$ cat src/rtl/router_pkg.sv
// Shared router definitions: sizing constants, the per-VC state encoding,
// and a grant decoder that returns the lowest set grant bit.
package router_pkg;

    localparam int NO_OF_REQS = 15;
    localparam int NUM_VCS    = 2;
    localparam int BUF_DEPTH  = 4;
    localparam int OWNER_W    = $clog2(NO_OF_REQS);
    localparam int CNT_W      = $clog2(BUF_DEPTH + 1);

    localparam logic [CNT_W-1:0] CNT_FULL = CNT_W'(BUF_DEPTH);

    typedef enum logic [1:0] {
        VC_IDLE   = 2'd0,
        VC_ACTIVE = 2'd1,
        VC_DRAIN  = 2'd2
    } vc_state_t;

    typedef struct packed {
        logic [OWNER_W-1:0] idx;
        logic               multi;
    } grant_dec_t;

    // Lowest set bit wins; multi flags a grant vector that is not one-hot.
    function automatic grant_dec_t decode_grant(input logic [NO_OF_REQS-1:0] g);
        grant_dec_t r;
        r.idx   = '0;
        r.multi = |(g & (g - {{(NO_OF_REQS-1){1'b0}}, 1'b1}));
        for (int i = NO_OF_REQS - 1; i >= 0; i--) begin
            if (g[i]) r.idx = OWNER_W'(i);
        end
        return r;
    endfunction

endpackage

$ cat src/rtl/router_ovc_slot.sv
// One output VC: allocation FSM, owner register and downstream credit counter.
// OVC_ATOMIC_REALLOC_EN holds the VC in DRAIN after the tail until all credits return.
module router_ovc_slot
    import router_pkg::*;
(
    input  logic                  Clk,
    input  logic                  Rst,
    input  logic [NO_OF_REQS-1:0] Grant,
    input  logic                  Send,
    input  logic                  Send_tail,
    input  logic                  Credit_ret,
    output logic                  Busy,
    output logic [OWNER_W-1:0]    Owner,
    output logic [CNT_W-1:0]      Cnt,
    output logic                  Err
);

    vc_state_t          state, state_nxt;
    logic [OWNER_W-1:0] owner_nxt;
    logic [CNT_W-1:0]   cnt_nxt;
    logic               err_nxt;
    grant_dec_t         dec;

    always_ff @(posedge Clk) begin
        if (!Rst) state <= VC_IDLE;
        else      state <= state_nxt;
    end

    always_ff @(posedge Clk) begin
        if (!Rst) begin
            Owner <= '0;
            Cnt   <= CNT_FULL;
            Err   <= 1'b0;
        end else begin
            Owner <= owner_nxt;
            Cnt   <= cnt_nxt;
            Err   <= err_nxt;
        end
    end

    always_comb begin
        dec       = decode_grant(Grant);
        state_nxt = state;
        owner_nxt = Owner;
        cnt_nxt   = Cnt;
        err_nxt   = Err;

        // Grants are only looked at in IDLE; a held grant while ACTIVE is normal.
        case (state)
            VC_IDLE: begin
                if (Send) err_nxt = 1'b1;
                if (|Grant) begin
                    state_nxt = VC_ACTIVE;
                    owner_nxt = dec.idx;
                    if (dec.multi) err_nxt = 1'b1;
                end
            end
            VC_ACTIVE: begin
                if (Send && Send_tail) begin
`ifdef OVC_ATOMIC_REALLOC_EN
                    state_nxt = VC_DRAIN;
`else
                    state_nxt = VC_IDLE;
`endif
                end
            end
            VC_DRAIN: begin
                if (Send) err_nxt = 1'b1;
                if (Cnt == CNT_FULL) state_nxt = VC_IDLE;
            end
            default: state_nxt = VC_IDLE;
        endcase

        // Send and return together cancel; saturate and flag at either end.
        if (Send && !Credit_ret) begin
            if (Cnt == '0) err_nxt = 1'b1;
            else           cnt_nxt = Cnt - 1'b1;
        end else if (Credit_ret && !Send) begin
            if (Cnt == CNT_FULL) err_nxt = 1'b1;
            else                 cnt_nxt = Cnt + 1'b1;
        end
    end

    assign Busy = (state != VC_IDLE);

endmodule

$ cat src/rtl/router_ovc_state.sv
// Output-port VC state tracker: two VC slots fed by the VC arbiter grants.
// Define OVC_ATOMIC_REALLOC_EN for atomic (drain-before-reuse) reallocation.
module router_ovc_state
    import router_pkg::*;
(
    input  logic                  Clk,
    input  logic                  Rst,
    input  logic [NO_OF_REQS-1:0] Port_vc0_arb_grant,
    input  logic [NO_OF_REQS-1:0] Port_vc1_arb_grant,
    input  logic                  Flit_send_valid,
    input  logic                  Flit_send_vc,
    input  logic                  Flit_send_tail,
    input  logic                  Credit_in_valid,
    input  logic                  Credit_in_vc,
    output logic [NUM_VCS-1:0]    Vc_busy,
    output logic [OWNER_W-1:0]    Vc0_owner,
    output logic [OWNER_W-1:0]    Vc1_owner,
    output logic [NUM_VCS-1:0]    Credit_avail,
    output logic [CNT_W-1:0]      Credit_cnt0,
    output logic [CNT_W-1:0]      Credit_cnt1,
    output logic                  Err
);

    logic send0, send1, ret0, ret1;
    logic err0, err1;

    assign send0 = Flit_send_valid && !Flit_send_vc;
    assign send1 = Flit_send_valid &&  Flit_send_vc;
    assign ret0  = Credit_in_valid && !Credit_in_vc;
    assign ret1  = Credit_in_valid &&  Credit_in_vc;

    router_ovc_slot u_slot0 (
        .Clk        (Clk),
        .Rst        (Rst),
        .Grant      (Port_vc0_arb_grant),
        .Send       (send0),
        .Send_tail  (Flit_send_tail),
        .Credit_ret (ret0),
        .Busy       (Vc_busy[0]),
        .Owner      (Vc0_owner),
        .Cnt        (Credit_cnt0),
        .Err        (err0)
    );

    router_ovc_slot u_slot1 (
        .Clk        (Clk),
        .Rst        (Rst),
        .Grant      (Port_vc1_arb_grant),
        .Send       (send1),
        .Send_tail  (Flit_send_tail),
        .Credit_ret (ret1),
        .Busy       (Vc_busy[1]),
        .Owner      (Vc1_owner),
        .Cnt        (Credit_cnt1),
        .Err        (err1)
    );

    assign Credit_avail = {|Credit_cnt1, |Credit_cnt0};
    assign Err          = err0 | err1;

endmodule
$ cat config.mk
export PLATFORM = sky130hd
export DESIGN_NAME = router_ovc_state
export DESIGN_NICKNAME = d
export VERILOG_FILES = /design/src/rtl/router_pkg.sv /design/src/rtl/router_ovc_slot.sv /design/src/rtl/router_ovc_state.sv
export SDC_FILE = /design/constraint.sdc
export NUM_CORES = 1
export LEC_CHECK = 0
export BUFFER_PORTS_ARGS = -buffer_cell sky130_fd_sc_hd__buf_2
export CAP_MARGIN = 20
export CORE_MARGIN = 1.5
export CORE_UTILIZATION = 40
export CTS_BUF_LIST = sky130_fd_sc_hd__clkbuf_4 sky130_fd_sc_hd__clkbuf_8
export CTS_CLUSTER_SIZE = 25
export DETAILED_ROUTE_END_ITERATION = 8
export PLACE_DENSITY_LB_ADDON = 0.05
export SKIP_LAST_GASP = 1
export SYNTH_ARGS = -nofsm -noshare
export SYNTH_HDL_FRONTEND = slang
export SYNTH_SLANG_ARGS = --single-unit
$ cat constraint.sdc
create_clock -name Clk -period 2.7 [get_ports Clk]
set_input_delay 0.54 -clock Clk [delete_from_list [all_inputs] [get_ports Clk]]
set_output_delay 0.54 -clock Clk [all_outputs]
set_load 0.03 [all_outputs]
==> qor.txt, run 1 <==
status -> completed
total die area -> 0.00403 mm^2
worst r2r src -> u_slot0.Cnt[0]
DP Worst Slack -> 0.201 ns
Setup Crit Path Kind -> in -> reg
count of cell types in the netlist -> 47
CTS root buf -> clkbuf_4
top_reg_cell synth -> dfxtp_1
unrepaired setup endpoints after global routing -> false
Worst setup EP type -> flip-flop
Slew Limit Fails -> 0
final-report hold violation count -> 0
Cell Count, Final, Fillers Out -> 295
Inserted Diodes -> 0
share of cells above drive strength 1 -> 27.7%
initial antenna violation count -> 0
CTS max path bufs -> 2
mux cell area share after synthesis -> 0.684%
area growth from synthesis to layout -> 23.2%
Port Buf Inserts -> 55
total wire length -> 3.35 mm
Slew @ Worst Pin -> 0.514 ns
Reg power frac -> 45.7%
DR WL/cell -> 11.4 um
post-synthesis compound-gate area fraction -> 27.6%
Final HPWL DP -> 2.67 mm
simple-gate share of the synthesized area -> 28.7%
syn nets -> 237
register area -> 360 um^2
synthesized area per cell -> 7.55 um^2
post_cts resized -> 0
routability congestion estimate -> 0.804
crit path DAT -> 2.37 ns
H-tree depth -> 1
crit share post-route -> 80.9%
Final setup viols -> 0
total power -> 659 uW
Routed Antenna Nets -> 0
starting density of the core -> 42.9%
Achievable Freq -> 0.458 GHz
num ports -> 56
Fin Hold WS -> 0.475 ns
total gr overflow -> 0
DR vias -> 1553
P_sw -> 234 uW
top cell type's share of synthesized area -> 24.6%
Setup Buffers After CTS -> 0
Worst-path clk slew -> 0.10 ns
Die Y -> 63.5 um
number of buffers created by CTS -> 3
Pleak -> 0.787 nW
Int Pwr -> 425 uW
number of DRC markers in iteration 0 -> 60
worst path required time -> 2.88 ns
Hold Path Class -> reg -> reg
placed cells -> 292
CP Launch Type -> input pin
crit path launch -> Port_vc1_arb_grant[0]
Post-synth EDFFs -> 0
clk_skew -> 0.000435 ns
flops & latches, synth -> 18
relative slew slack -> 65.7%
Syn Std Cell Area -> 0.00146 mm^2
fill cell count -> 387
largest family of logic cells by synthesized area -> simple AND/OR/NAND/NOR gates
CTS Sinks -> 18
CTS tree -> yes
vias per cell -> 5.26
worst vdd ir -> 0.000302 V
synth top area cells -> dfxtp_1 25%, nor2_1 5.6%, a21oi_1 4.8%
beginning of the worst hold path -> u_slot1.Owner[1]
Multi-input gate area -> 0.00102 mm^2
post-synthesis xor/xnor area fraction -> 2.39%
Seq/Total Area, Yosys -> 24.6%
clk_lat worst skew -> 0.29 ns
vias in the first global route -> 1327
Post-CTS Hold Buffers -> 0
worst setup margin -> 0.516 ns
GRT Total Usage -> 17.3%
first-pass GRT wire length -> 5.67 mm
Gate Count Post-Synth -> 194
Remaining DRCs -> 0
row cnt -> 21
Total Neg Setup Slack -> 0 ns
Final nets -> 294
pwr/cell area -> 365 mW/mm^2
switch share -> 35.5%
adder-cell share of the synthesized area -> 10.3%
Comb power frac -> 34.2%
worst-path maximum fanout -> 5
Core Footprint -> 0.00342 mm^2
Max Cap Viol -> 0
Chip Width -> 63.5 um
share of flip-flops with an asynchronous set or reset -> 0%
largest net degree at the start of global routing -> 23
DR pass1 iterations -> 4
Synth area leader -> dfxtp_1
YS warnings -> 0
min cycle time layout -> 2.18 ns
Clk pwr share -> 20.1%
==> stage by stage <==
step | cell area, um^2 | util (%)
2_1_floorplan | 1460 | -
3_3_place_gp | 1780 | 52.2
3_5_place_dp | 1780 | 52.2
4_1_cts | 1800 | 52.8
5_1_grt | 1800 | 52.8
6_report | 1800 | 52.8
==> placed cells by master, fill, tap and decap left out, drive strengths merged, types with 5 or more instances in the layout <==
master,instances
inv,16
a21oi,14
nor4,5
maj3,6
a211oi,5
nor2,22
nor3,9
nand2,15
dfxtp,18
o21ai,10
buf,56
==> flip-flops by register name, indices dropped and copies added (netlist names) <==
register,cells
u_slot0.Cnt,3
u_slot0.Err,1
u_slot0.Owner,4
u_slot0.state,1
u_slot1.Cnt,3
u_slot1.Err,1
u_slot1.Owner,4
u_slot1.state,1
==> power by group through the flow <==
stage	Combinational [mW]	Sequential, mW	Clock [mW]
6_report	0.226	0.301	0.132
5_1_grt	0.252	0.306	0.156
4_1_cts	0.228	0.302	0.144
3_5_place_dp	0.227	0.308	0
3_3_place_gp	0.227	0.308	0
2_1_floorplan	0.118	0.332	0
==> cells in the mapped netlist, types with 4 or more instances <==
| library cell | instances |
|---|---|
| a211oi_1 | 5 |
| a21oi_1 | 14 |
| dfxtp_1 | 18 |
| ha_1 | 4 |
| inv_1 | 16 |
| maj3_1 | 5 |
| nand2_1 | 15 |
| nand2b_1 | 4 |
| nand3_1 | 4 |
| nor2_1 | 22 |
| nor2b_1 | 4 |
| nor3_1 | 9 |
| nor4_1 | 5 |
| o21ai_0 | 10 |
| o221a_2 | 4 |
| o22ai_1 | 4 |
| o31ai_1 | 4 |
| or3_1 | 4 |
==> layer usage <==
layer,global-route usage (%),vias to the layer above,wire length (um)
li1,-,828,-
met1,22.1,684,1600
met2,29.3,37,1530
met3,4.29,4,182
met4,3.26,0,36
met5,0,-,0
==> worst max-delay path: stages <==
cell      delay [ns]
buf_2           0.12
or4_1           0.59
or4b_4          0.51
maj3_2          0.32
o41ai_2         0.19
a21boi_1        0.09
==> layout make-up <==
class | count | share of cell area (%)
Multi-Input combinational cell | 156 | 56.6
Clock buffer | 3 | 1.25
Timing Repair Buffer | 56 | 15.7
Sequential cell | 18 | 20.0
Inverter | 16 | 3.33
Tap cell | 46 | 3.19
==> cells by family after synthesis <==
kind of cell / count (synthesis)
AO/OA/AOI/OAI: 58
XOR/XNOR: 4
adder cells (fa/ha/maj): 12
buffers and inverters: 20
flip-flops: 18
multiplexers: 1
AND/OR/NAND/NOR: 81
==> worst paths after layout <==
kind | endpoint | slack [ns] | depth (start not counted)
hold / removal | u_slot1.Owner[1] | 0.47 | 2
hold reg to reg | u_slot1.Owner[1] | 0.47 | 2
setup / recovery | u_slot1.Err | 0.52 | 6
setup reg to reg | u_slot0.Cnt[2] | 1.17 | 5
Note: power is estimated with default switching activity, not from simulation.
==> run 2: changes to the inputs <==
==> constraint.sdc (replaced) <==
create_clock -name Clk -period 2.15 [get_ports Clk]
set_input_delay 0.43 -clock Clk [delete_from_list [all_inputs] [get_ports Clk]]
set_output_delay 0.43 -clock Clk [all_outputs]
set_load 0.03 [all_outputs]
==> run 2 against run 1 <==
Against the previous run:
- flip-flop and latch count unchanged
- worst setup slack lost 0.39 ns
- die area did not move
- non-clock buffer count up 17
- final cell count increased by 5.8%
- via count grew 3.8%
- first-iteration DRC count increased by 8.3%
- clock skew hardly changed
- clock power increased by 25%
- largest cell class unchanged
- register-to-register slack lost 0.54 ns
==> qor.txt, run 2 (synthesis results as in run 1) <==
commonest non-fill, non-tap cell in the layout -> buf_2
Routed Antenna Nets -> 0 (unchanged)
clk_skew -> 0.000596 ns (+0.000161 ns)
Hold Path Class -> reg -> reg
clk_lat worst skew -> 0.28 ns (about the same)
Achievable Freq -> 0.493 GHz
DR vias -> 1612 (+3.8%)
routability congestion estimate -> 0.780 (-2.9%)
worst-path maximum fanout -> 2 (-3)
H-tree depth -> 1 (unchanged)
worst r2r src -> u_slot0.Cnt[0]
Worst setup EP type -> flip-flop
area growth from synthesis to layout -> 32.2%
min cycle time layout -> 2.03 ns
total gr overflow -> 0 (unchanged)
Pleak -> 0.871 nW (+11%)
beginning of the worst hold path -> u_slot1.Owner[1]
Largest regs -> u_slot0.Owner x4, u_slot1.Owner x4
initial antenna violation count -> 0 (unchanged)
largest net degree at the start of global routing -> 23 (unchanged)
row cnt -> 21 (unchanged)
vias in the first global route -> 1473 (+11%)
CTS root buf -> clkbuf_4
relative slew slack -> 66.3% (+0.54 points)
CP Launch Type -> input pin
total wire length -> 3.53 mm (+5.4%)
worst vdd ir -> 0.000394 V (+31%)
Top Usage Layer GRT -> met2
Fin Hold WS -> 0.475 ns (+0.000545 ns)
pwr/cell area -> 438 mW/mm^2 (+20%)
post_cts resized -> 0 (unchanged)
WHS Endpoint -> u_slot1.Owner[1]
hold path depth -> 2 (unchanged)
Post-CTS Hold Buffers -> 0 (unchanged)
Crit path largest cell delay -> 0.53 ns (-0.06 ns)
met3 global-route usage -> 3.93% (-0.36 points)
share of cells above drive strength 1 -> 32.7% (+5.0 points)
slack of the worst reg-to-reg path -> 0.63 ns (-0.54 ns)
crit share post-route -> 94.3%
Setup Buffers After CTS -> 0 (unchanged)
Final HPWL DP -> 2.81 mm (+5.3%)
crit path DAT -> 2.21 ns (-0.16 ns)
Slew @ Worst Pin -> 0.506 ns (-0.00812 ns)
Slew Limit Fails -> 0 (unchanged)
Worst-path clk slew -> 0.11 ns (about the same)
Remaining DRCs -> 0 (unchanged)
DR WL/cell -> 11.3 um (-0.34%)
Core Footprint -> 0.00342 mm^2 (unchanged)
M2 GR Usage -> 31.6% (+2.2 points)
Final nets -> 311 (+5.8%)
worst path cell trace -> buf_2, or4_4, or4b_4, maj3_2, o41ai_2, a21boi_1
Chip Width -> 63.5 um (unchanged)
num ports -> 56 (unchanged)
CTS tree -> yes
worst setup margin -> 0.124 ns (-0.392 ns)
total die area -> 0.00403 mm^2 (unchanged)
slowest CP cell -> or4_4
DP Worst Slack -> -0.183 ns (-0.384 ns)
GR Layer Usage met1 -> 23.1% (+0.99 points)
Port Buf Inserts -> 55 (unchanged)
Setup Crit Path Kind -> in -> reg
unrepaired setup endpoints after global routing -> false
GRT Total Usage -> 18.3% (+1.0 points)
Final setup viols -> 0 (unchanged)
final-report hold violation count -> 0 (unchanged)
most frequent cells in the layout -> 55 x buf_2, 22 x nor2_1, 18 x buf_4, 18 x dfxtp_1, 16 x inv_1
status -> completed
Worst R2R End -> u_slot0.Cnt[2]
number of DRC markers in iteration 0 -> 65 (+8.3%)
Die Y -> 63.5 um (unchanged)
CTS max path bufs -> 2 (unchanged)
worst path required time -> 2.33 ns (-0.55 ns)
Max Cap Viol -> 0 (unchanged)
DR pass1 iterations -> 4 (unchanged)
vias per cell -> 5.17 (-1.9%)
R2R depth -> 5 (unchanged)
CTS Sinks -> 18 (unchanged)
number of buffers created by CTS -> 3 (unchanged)
starting density of the core -> 42.9% (unchanged)
Inserted Diodes -> 0 (unchanged)
first-pass GRT wire length -> 6.11 mm (+7.7%)
[run 2: report_power, final]
| part | leakage, nW | switching, mW | internal, mW |
|---|---|---|---|
| Combinational | 0.709 | 0.177 | 0.128 |
| Clock | 0.0138 | 0.100 | 0.0650 |
| Sequential | 0.148 | 0.0215 | 0.357 |
[run 2: worst max path at each step]
stage | start | to | slack [ns]
6_report | Port_vc1_arb_grant[8] | u_slot1.Err | 0.12
3_3_place_gp | Port_vc1_arb_grant[8] | u_slot1.Err | -0.15
3_5_place_dp | Port_vc1_arb_grant[8] | u_slot1.Err | -0.18
2_1_floorplan | Port_vc1_arb_grant[8] | u_slot1.Err | -0.01
4_1_cts | Port_vc1_arb_grant[8] | u_slot1.Err | 0.14
5_1_grt | Port_vc1_arb_grant[8] | u_slot1.Err | 0.10
[run 2: through the flow]
stage                     util, %  std cells  setup TNS (ns)  instance area [um^2]  power [mW]
after global placement       56.0        309          -0.199                  1910       0.692
after detailed placement     56.0        309          -0.221                  1910       0.691
after CTS                    56.7        312               0                  1940       0.861
after floorplan                 -        194         -0.0149                  1470       0.565
final                        56.7        312               0                  1940       0.848
after global routing         56.7        312               0                  1940       0.915
[run 2: area by class of cell]
type,instances,area [um^2]
fill,355,1480
multi-input combinational,156,1020
sequential,18,360
tap,46,57.6
timing repair buffer,73,410
inverter,16,60.1
clock buffer,3,22.5
[run 2: critical path, delay by kind of cell]
kind / cells / cell delay, ns
compound gates: 2 / 0.31
fa+ha+maj: 1 / 0.31
buf+inv: 1 / 0.10
simple gates: 2 / 1.05
[run 2: layer usage]
metal	wire length (um)	vias to the layer above
li1	-	868
met1	1770	703
met2	1570	37
met3	158	4
met4	34	0
met5	0	-
